`src/rtl/sha256_msg_padder_if.sv`:
```
// Byte-stream input and padded-block output bundle for the SHA-256 message padder.
// The master modport is the padder's view; the slave modport is the view of its environment.
interface sha256_msg_padder_if;
    logic         in_valid;
    logic         in_ready;
    logic [7:0]   in_data;
    logic         in_last;
    logic         blk_valid;
    logic         blk_ready;
    logic [511:0] blk_data;
    logic         blk_first;
    logic         blk_last;
    logic         err_ovf;

    modport master (
        input  in_valid, in_data, in_last, blk_ready,
        output in_ready, blk_valid, blk_data, blk_first, blk_last, err_ovf
    );

    modport slave (
        output in_valid, in_data, in_last, blk_ready,
        input  in_ready, blk_valid, blk_data, blk_first, blk_last, err_ovf
    );
endinterface

```
`src/rtl/sha256_msg_padder.sv`:
```
// Collects a byte stream into 512-bit blocks and applies SHA-256 padding
// (0x80 marker, zero fill, 64-bit big-endian bit length) ahead of the hash core.
module sha256_msg_padder #(
    parameter int MAX_BYTES = 128
) (
    input  logic                clk,
    input  logic                rst_n,
    sha256_msg_padder_if.master bus
);
    localparam int CNT_W = $clog2(MAX_BYTES + 1) + 3;
    localparam logic [CNT_W-1:0] CNT_MAX = CNT_W'(MAX_BYTES * 8);

    typedef enum logic [1:0] {
        S_FILL,
        S_PAD,
        S_EMIT
    } state_t;

    state_t           state;
    state_t           state_nxt;
    logic [511:0]     blk_buf;
    logic [511:0]     pad_buf;
    logic [5:0]       idx;
    logic [CNT_W-1:0] bit_cnt;
    logic             msg_done;
    logic             marker_done;
    logic             final_blk;
    logic             first_pending;
    logic             ovf;
    logic             cnt_full;
    logic             in_ready_c;
    logic             blk_valid_c;
    logic             in_ready_o;
    logic             blk_valid_o;
    logic             byte_acc;
    logic             blk_acc;

    function automatic logic [63:0] len_field(input logic [CNT_W-1:0] bits);
        return 64'(bits);
    endfunction

    function automatic logic [511:0] put_byte(input logic [511:0] b,
                                              input logic [5:0]   pos,
                                              input logic [7:0]   v);
        logic [511:0] r;
        r = b;
        for (int i = 0; i < 64; i++) begin
            if (6'(i) == pos) r[511-8*i -: 8] = v;
        end
        return r;
    endfunction

    assign cnt_full = (bit_cnt >= CNT_MAX);

    // Outputs are forced low while reset is held, independent of state.
    assign in_ready_o    = rst_n & in_ready_c;
    assign blk_valid_o   = rst_n & blk_valid_c;
    assign byte_acc      = bus.in_valid & in_ready_o;
    assign blk_acc       = blk_valid_o & bus.blk_ready;
    assign bus.in_ready  = in_ready_o;
    assign bus.blk_valid = blk_valid_o;
    assign bus.blk_data  = blk_valid_o ? blk_buf : '0;
    assign bus.blk_first = blk_valid_o & first_pending;
    assign bus.blk_last  = blk_valid_o & final_blk;
    assign bus.err_ovf   = rst_n & ovf;

    // State register
    always_ff @(posedge clk) begin
        if (!rst_n) state <= S_FILL;
        else        state <= state_nxt;
    end

    always_comb begin
        state_nxt   = state;
        in_ready_c  = 1'b0;
        blk_valid_c = 1'b0;
        case (state)
            S_FILL: begin
                in_ready_c = 1'b1;
                if (bus.in_valid) begin
                    if (!cnt_full) begin
                        if (idx == 6'd63)     state_nxt = S_EMIT;
                        else if (bus.in_last) state_nxt = S_PAD;
                    end else if (bus.in_last) begin
                        state_nxt = S_PAD;
                    end
                end
            end
            S_PAD: state_nxt = S_EMIT;
            S_EMIT: begin
                blk_valid_c = 1'b1;
                if (bus.blk_ready) begin
                    if (final_blk)     state_nxt = S_FILL;
                    else if (msg_done) state_nxt = S_PAD;
                    else               state_nxt = S_FILL;
                end
            end
            default: state_nxt = S_FILL;
        endcase
    end

    // Padding image: marker after the held bytes, or an all-zero length block
    // when the marker already went out in the previous block.
    always_comb begin
        pad_buf = '0;
        if (!marker_done) begin
            for (int i = 0; i < 64; i++) begin
                if (6'(i) < idx)       pad_buf[511-8*i -: 8] = blk_buf[511-8*i -: 8];
                else if (6'(i) == idx) pad_buf[511-8*i -: 8] = 8'h80;
            end
            if (idx <= 6'd55) pad_buf[63:0] = len_field(bit_cnt);
        end else begin
            pad_buf[63:0] = len_field(bit_cnt);
        end
    end

    // Control registers
    always_ff @(posedge clk) begin
        if (!rst_n) begin
            idx           <= '0;
            bit_cnt       <= '0;
            msg_done      <= 1'b0;
            marker_done   <= 1'b0;
            final_blk     <= 1'b0;
            first_pending <= 1'b1;
            ovf           <= 1'b0;
        end else begin
            case (state)
                S_FILL: begin
                    if (byte_acc) begin
                        if (!cnt_full) begin
                            idx     <= idx + 6'd1;
                            bit_cnt <= bit_cnt + CNT_W'(8);
                            if (bus.in_last) msg_done <= 1'b1;
                        end else begin
                            ovf <= 1'b1;
                        end
                    end
                end
                S_PAD: begin
                    if (!marker_done) begin
                        marker_done <= 1'b1;
                        if (idx <= 6'd55) final_blk <= 1'b1;
                    end else begin
                        final_blk <= 1'b1;
                    end
                end
                S_EMIT: begin
                    if (blk_acc) begin
                        idx           <= '0;
                        first_pending <= 1'b0;
                        if (final_blk) begin
                            msg_done      <= 1'b0;
                            marker_done   <= 1'b0;
                            final_blk     <= 1'b0;
                            bit_cnt       <= '0;
                            ovf           <= 1'b0;
                            first_pending <= 1'b1;
                        end
                    end
                end
                default: ;
            endcase
        end
    end

    // Block buffer; stale contents never leak because padding copies only bytes below idx.
    always_ff @(posedge clk) begin
        case (state)
            S_FILL: if (byte_acc && !cnt_full) blk_buf <= put_byte(blk_buf, idx, bus.in_data);
            S_PAD:  blk_buf <= pad_buf;
            S_EMIT: if (blk_acc) blk_buf <= '0;
            default: ;
        endcase
    end
endmodule

```
`src/flat_wrapper.sv`:
```
// flat-port wrapper written by rule: the top's interface ports become plain ports
module sha256_msg_padder_flat 
#(
    parameter int MAX_BYTES = 128
)
  (clk, rst_n, bus_in_valid, bus_in_data, bus_in_last, bus_blk_ready, bus_in_ready, bus_blk_valid, bus_blk_data, bus_blk_first, bus_blk_last, bus_err_ovf);
  sha256_msg_padder_if bus_i ();
  input  logic clk;
  input  logic rst_n;
  input wire logic [$bits(bus_i.in_valid)-1:0] bus_in_valid;
  input wire logic [$bits(bus_i.in_data)-1:0] bus_in_data;
  input wire logic [$bits(bus_i.in_last)-1:0] bus_in_last;
  input wire logic [$bits(bus_i.blk_ready)-1:0] bus_blk_ready;
  output wire logic [$bits(bus_i.in_ready)-1:0] bus_in_ready;
  output wire logic [$bits(bus_i.blk_valid)-1:0] bus_blk_valid;
  output wire logic [$bits(bus_i.blk_data)-1:0] bus_blk_data;
  output wire logic [$bits(bus_i.blk_first)-1:0] bus_blk_first;
  output wire logic [$bits(bus_i.blk_last)-1:0] bus_blk_last;
  output wire logic [$bits(bus_i.err_ovf)-1:0] bus_err_ovf;
  assign bus_i.in_valid = bus_in_valid;
  assign bus_i.in_data = bus_in_data;
  assign bus_i.in_last = bus_in_last;
  assign bus_i.blk_ready = bus_blk_ready;
  assign bus_in_ready = bus_i.in_ready;
  assign bus_blk_valid = bus_i.blk_valid;
  assign bus_blk_data = bus_i.blk_data;
  assign bus_blk_first = bus_i.blk_first;
  assign bus_blk_last = bus_i.blk_last;
  assign bus_err_ovf = bus_i.err_ovf;
  sha256_msg_padder #(.MAX_BYTES(MAX_BYTES)) u_core (.clk(clk), .rst_n(rst_n), .bus(bus_i));
endmodule
```
`config.mk`:
```
export PLATFORM = sky130hd
export DESIGN_NAME = sha256_msg_padder_flat
export DESIGN_NICKNAME = d
export VERILOG_FILES = /design/src/rtl/sha256_msg_padder_if.sv /design/src/rtl/sha256_msg_padder.sv /design/src/flat_wrapper.sv
export SDC_FILE = /design/constraint.sdc
export NUM_CORES = 1
export LEC_CHECK = 0
export ABC_AREA = 0
export CORE_MARGIN = 5
export CORE_UTILIZATION = 27
export CTS_BUF_LIST = sky130_fd_sc_hd__clkbuf_8
export DETAILED_ROUTE_END_ITERATION = 10
export PLACE_DENSITY_LB_ADDON = 0.1
export SYNTH_ARGS = -nofsm -noshare
export SYNTH_HDL_FRONTEND = slang
export SYNTH_SLANG_ARGS = --single-unit
```
`constraint.sdc`:
```
create_clock -name clk -period 4.3 [get_ports clk]
set_input_delay 0.86 -clock clk [delete_from_list [all_inputs] [get_ports clk]]
set_output_delay 0.86 -clock clk [all_outputs]
set_load 0.03 [all_outputs]
```
==> results.cfg <==
[status]
status = completed

[worst_setup_path]
endpoint_kind = primary output
r2r-end = u_core.blk_buf[9]$_DFFE_PP_
cp_slowest_cell = clkdlybuf4s50_1
cp.buffers_inverters = 3
critPathLaunchType = flop
critPathMaxStageDelay_ns = 0.74
r2r_slack_ns = 0.98
required_ns = 3.44
crit_type = flop to primary output
cpLargestDelayFamily = buffers and inverters
crit_fanout = 47
rr_startpoint = u_core.idx[2]$_SDFFE_PN0P_
crit_chain = inv_1, ha_4, buf_4, and3_1, clkdlybuf4s50_1
ff2ff_path_depth = 5
arrival_ns = 3.21

[power]
p_leak_nw = 12.3
powerDensity_mw_per_mm2 = 625
ir_worst_vdd_mv = 0.488

[global_route]
grt_util_all_layers_pct = 19.5
grt_pass1_wl_um = 128000
grt-ovfl-total = 0
grt_pass1_vias = 17211
grt_max_degree = 112
antenna_found_initial = 7

[floorplanning]
row_count = 105
io_pins = 530
die-area_mm2 = 0.0887
core_area_mm2 = 0.0821
fp.dieW_um = 298
start_util_pct = 27.2
fp.dieH_um = 298

[run]
cap_violations = 0

[layout]
layoutNonFillerInstCount = 3391
area_delta_synth_final_pct = 39.1
fill_cells = 7946
final_cell_mix = and3_1 (534), clkdlybuf4s50_1 (523), edfxtp_1 (512)
finish.utilization_pct = 37.9
final_area_mm2 = 0.0311
final_common_cell = and3_1
nets = 2263
drive_above_1_share_pct = 10.6

[sta]
setup_tns_ns = 0
rsz0062_at_grt = false
worst_pin_slew_ns = 1.09
fin_ws_ns = 0.228
final_max_slew_viol_count = 0
fmax_mhz = 246
setup_violations = 0
final_hold_viol_count = 0
fin_crit_sh_pct = 94.7
skew_ns = 0.0329
slew_headroom_pct = 27.5
min_period_ns = 4.07

[synth]
synth-seq-cells = 533
netlist_area_mm2 = 0.0224
yosysSeqAreaShare_pct = 70.6
synth-edff-count = 512
synth_ff_type = edfxtp_1
yosys_warnings = 0
syn-num-nets = 1714
ys_async_sr_fraction_pct = 0
avgSynthCellArea_um2 = 13.2
synth_cell_types = 55
syn_inst = 1693

[place]
io_buffers = 529
dp.cells = 3214
place_area_mm2 = 0.0293
place_congestion = 0.887
post-place-ws_ns = 0.654
dpl.hpwl_um = 60800

[clock_network]
clk_latency_ns = 0.68
cts_hold_buf = 0
postCtsSetupBuffers = 1
cts_sinks = 533
cts_buffers = 95
tritoncts = yes
post_cts_resized = 0
cts_buffer_depth = 3
htree_levels = 3
cts-root-buf = clkbuf_8
clkTransAtPathRegs_ns = 0.06

[routing]
postRouteAntennaNets = 0
wl_met2_um = 45000
first_pass_iters = 5
avgRoutedWirePerCell_um = 26.8
top_layer = met5
drc = 0
drt-met1-wl_um = 38100
via_per_inst = 4.96
drt-initial-drc-count = 1392
routed_wirelength_um = 91000
wl_met3_um = 5780
vias = 16821

[worst_hold_path]
holdCritPathClass = flop to flop
whs_path_depth = 2
whs_endpoint = u_core.bit_cnt[8]$_SDFFE_PN0P_
min-delay-start = u_core.bit_cnt[8]$_SDFFE_PN0P_
[through the flow]
| step | power [mW] | hold slack, ns |
|---|---|---|
| finish | 19.4 | 0.513 |
| global route | 20.4 | 0.531 |
| CTS | 19.8 | 0.483 |
| detailed placement | 15.0 | 0.502 |
| global placement | 15.0 | 0.497 |
| floorplan | 11.5 | 0.432 |
[Yosys cell counts, drive strengths merged, types with 10 or more instances]
master / count / area share, %
inv: 11 / 0.18
dfxtp: 21 / 1.9
nor2: 50 / 0.84
clkbuf: 147 / 2.5
o21ai: 96 / 2.1
nand2: 63 / 1.1
nand2b: 12 / 0.34
buf: 22 / 0.51
a31oi: 10 / 0.28
a21oi: 43 / 0.96
and3: 534 / 15
a211oi: 10 / 0.34
nor3: 12 / 0.27
nor2b: 20 / 0.56
nand3: 26 / 0.58
edfxtp: 512 / 69
a21o: 13 / 0.44
[layer usage]
| layer | track usage, % | up-vias |
|---|---|---|
| met5 | 0 | - |
| met4 | 5.28 | 4 |
| met3 | 4.41 | 131 |
| met2 | 33.8 | 655 |
| met1 | 24.8 | 8506 |
| li1 | - | 7525 |
[how the worst max path moves through the flow]
stage / from / endpoint / slack, ns / cells after the start
6_report: u_core.state[0]$_SDFFE_PN0P_ / bus_blk_data[273] / 0.23 / 5
3_3_place_gp: u_core.state[0]$_SDFFE_PN0P_ / bus_blk_data[273] / 0.70 / 5
2_1_floorplan: u_core.state[0]$_SDFFE_PN0P_ / u_core.blk_buf[100]$_DFFE_PP_ / 1.21 / 4
4_1_cts: u_core.state[0]$_SDFFE_PN0P_ / bus_blk_data[272] / 0.08 / 5
3_5_place_dp: u_core.state[0]$_SDFFE_PN0P_ / bus_blk_data[272] / 0.65 / 5
5_1_grt: u_core.state[0]$_SDFFE_PN0P_ / bus_blk_data[319] / 0.05 / 5
[final cells by class]
class	instances	area, um^2	area share [%]
Antenna cell	1	2.50	0.00804
Clock buffer	100	1380	4.42
Clock inverter	75	454	1.46
Inverter	13	48.8	0.157
Multi-Input combinational cell	978	5980	19.2
Sequential cell	533	15800	50.7
Tap cell	1070	1340	4.30
Timing Repair Buffer	621	6130	19.7
[sequential cells by signal (all words and copies together), names as in the netlist]
register              cells
u_core.bit_cnt            8
u_core.blk_buf          512
u_core.final_blk          1
u_core.first_pending      1
u_core.idx                6
u_core.marker_done        1
u_core.msg_done           1
u_core.ovf                1
u_core.state              2
[tightest hold or removal path: cells and delay by family (launching register included)]
family	cells	cell delay [ns]
DFF	1	0.33
and+or+nand+nor	1	0.07
muxes	1	0.06
[report_power, final]
part / total (mW) / leakage, nW / internal, mW / switching [mW]
sequential: 8.35 / 4.94 / 7.94 / 0.410
combinational: 6.47 / 6.34 / 1.87 / 4.60
clock: 4.63 / 1.05 / 2.46 / 2.17
[cell families after synthesis]
group / share of synthesized area [%]
XOR/XNOR: 0.196
buffers and inverters: 3.19
adder cells (fa/ha/maj): 0.447
AO/OA/AOI/OAI: 5.93
flip-flops: 70.6
AND/OR/NAND/NOR: 19.5
multiplexers: 0.134
(Power assumes the default switching activity.)
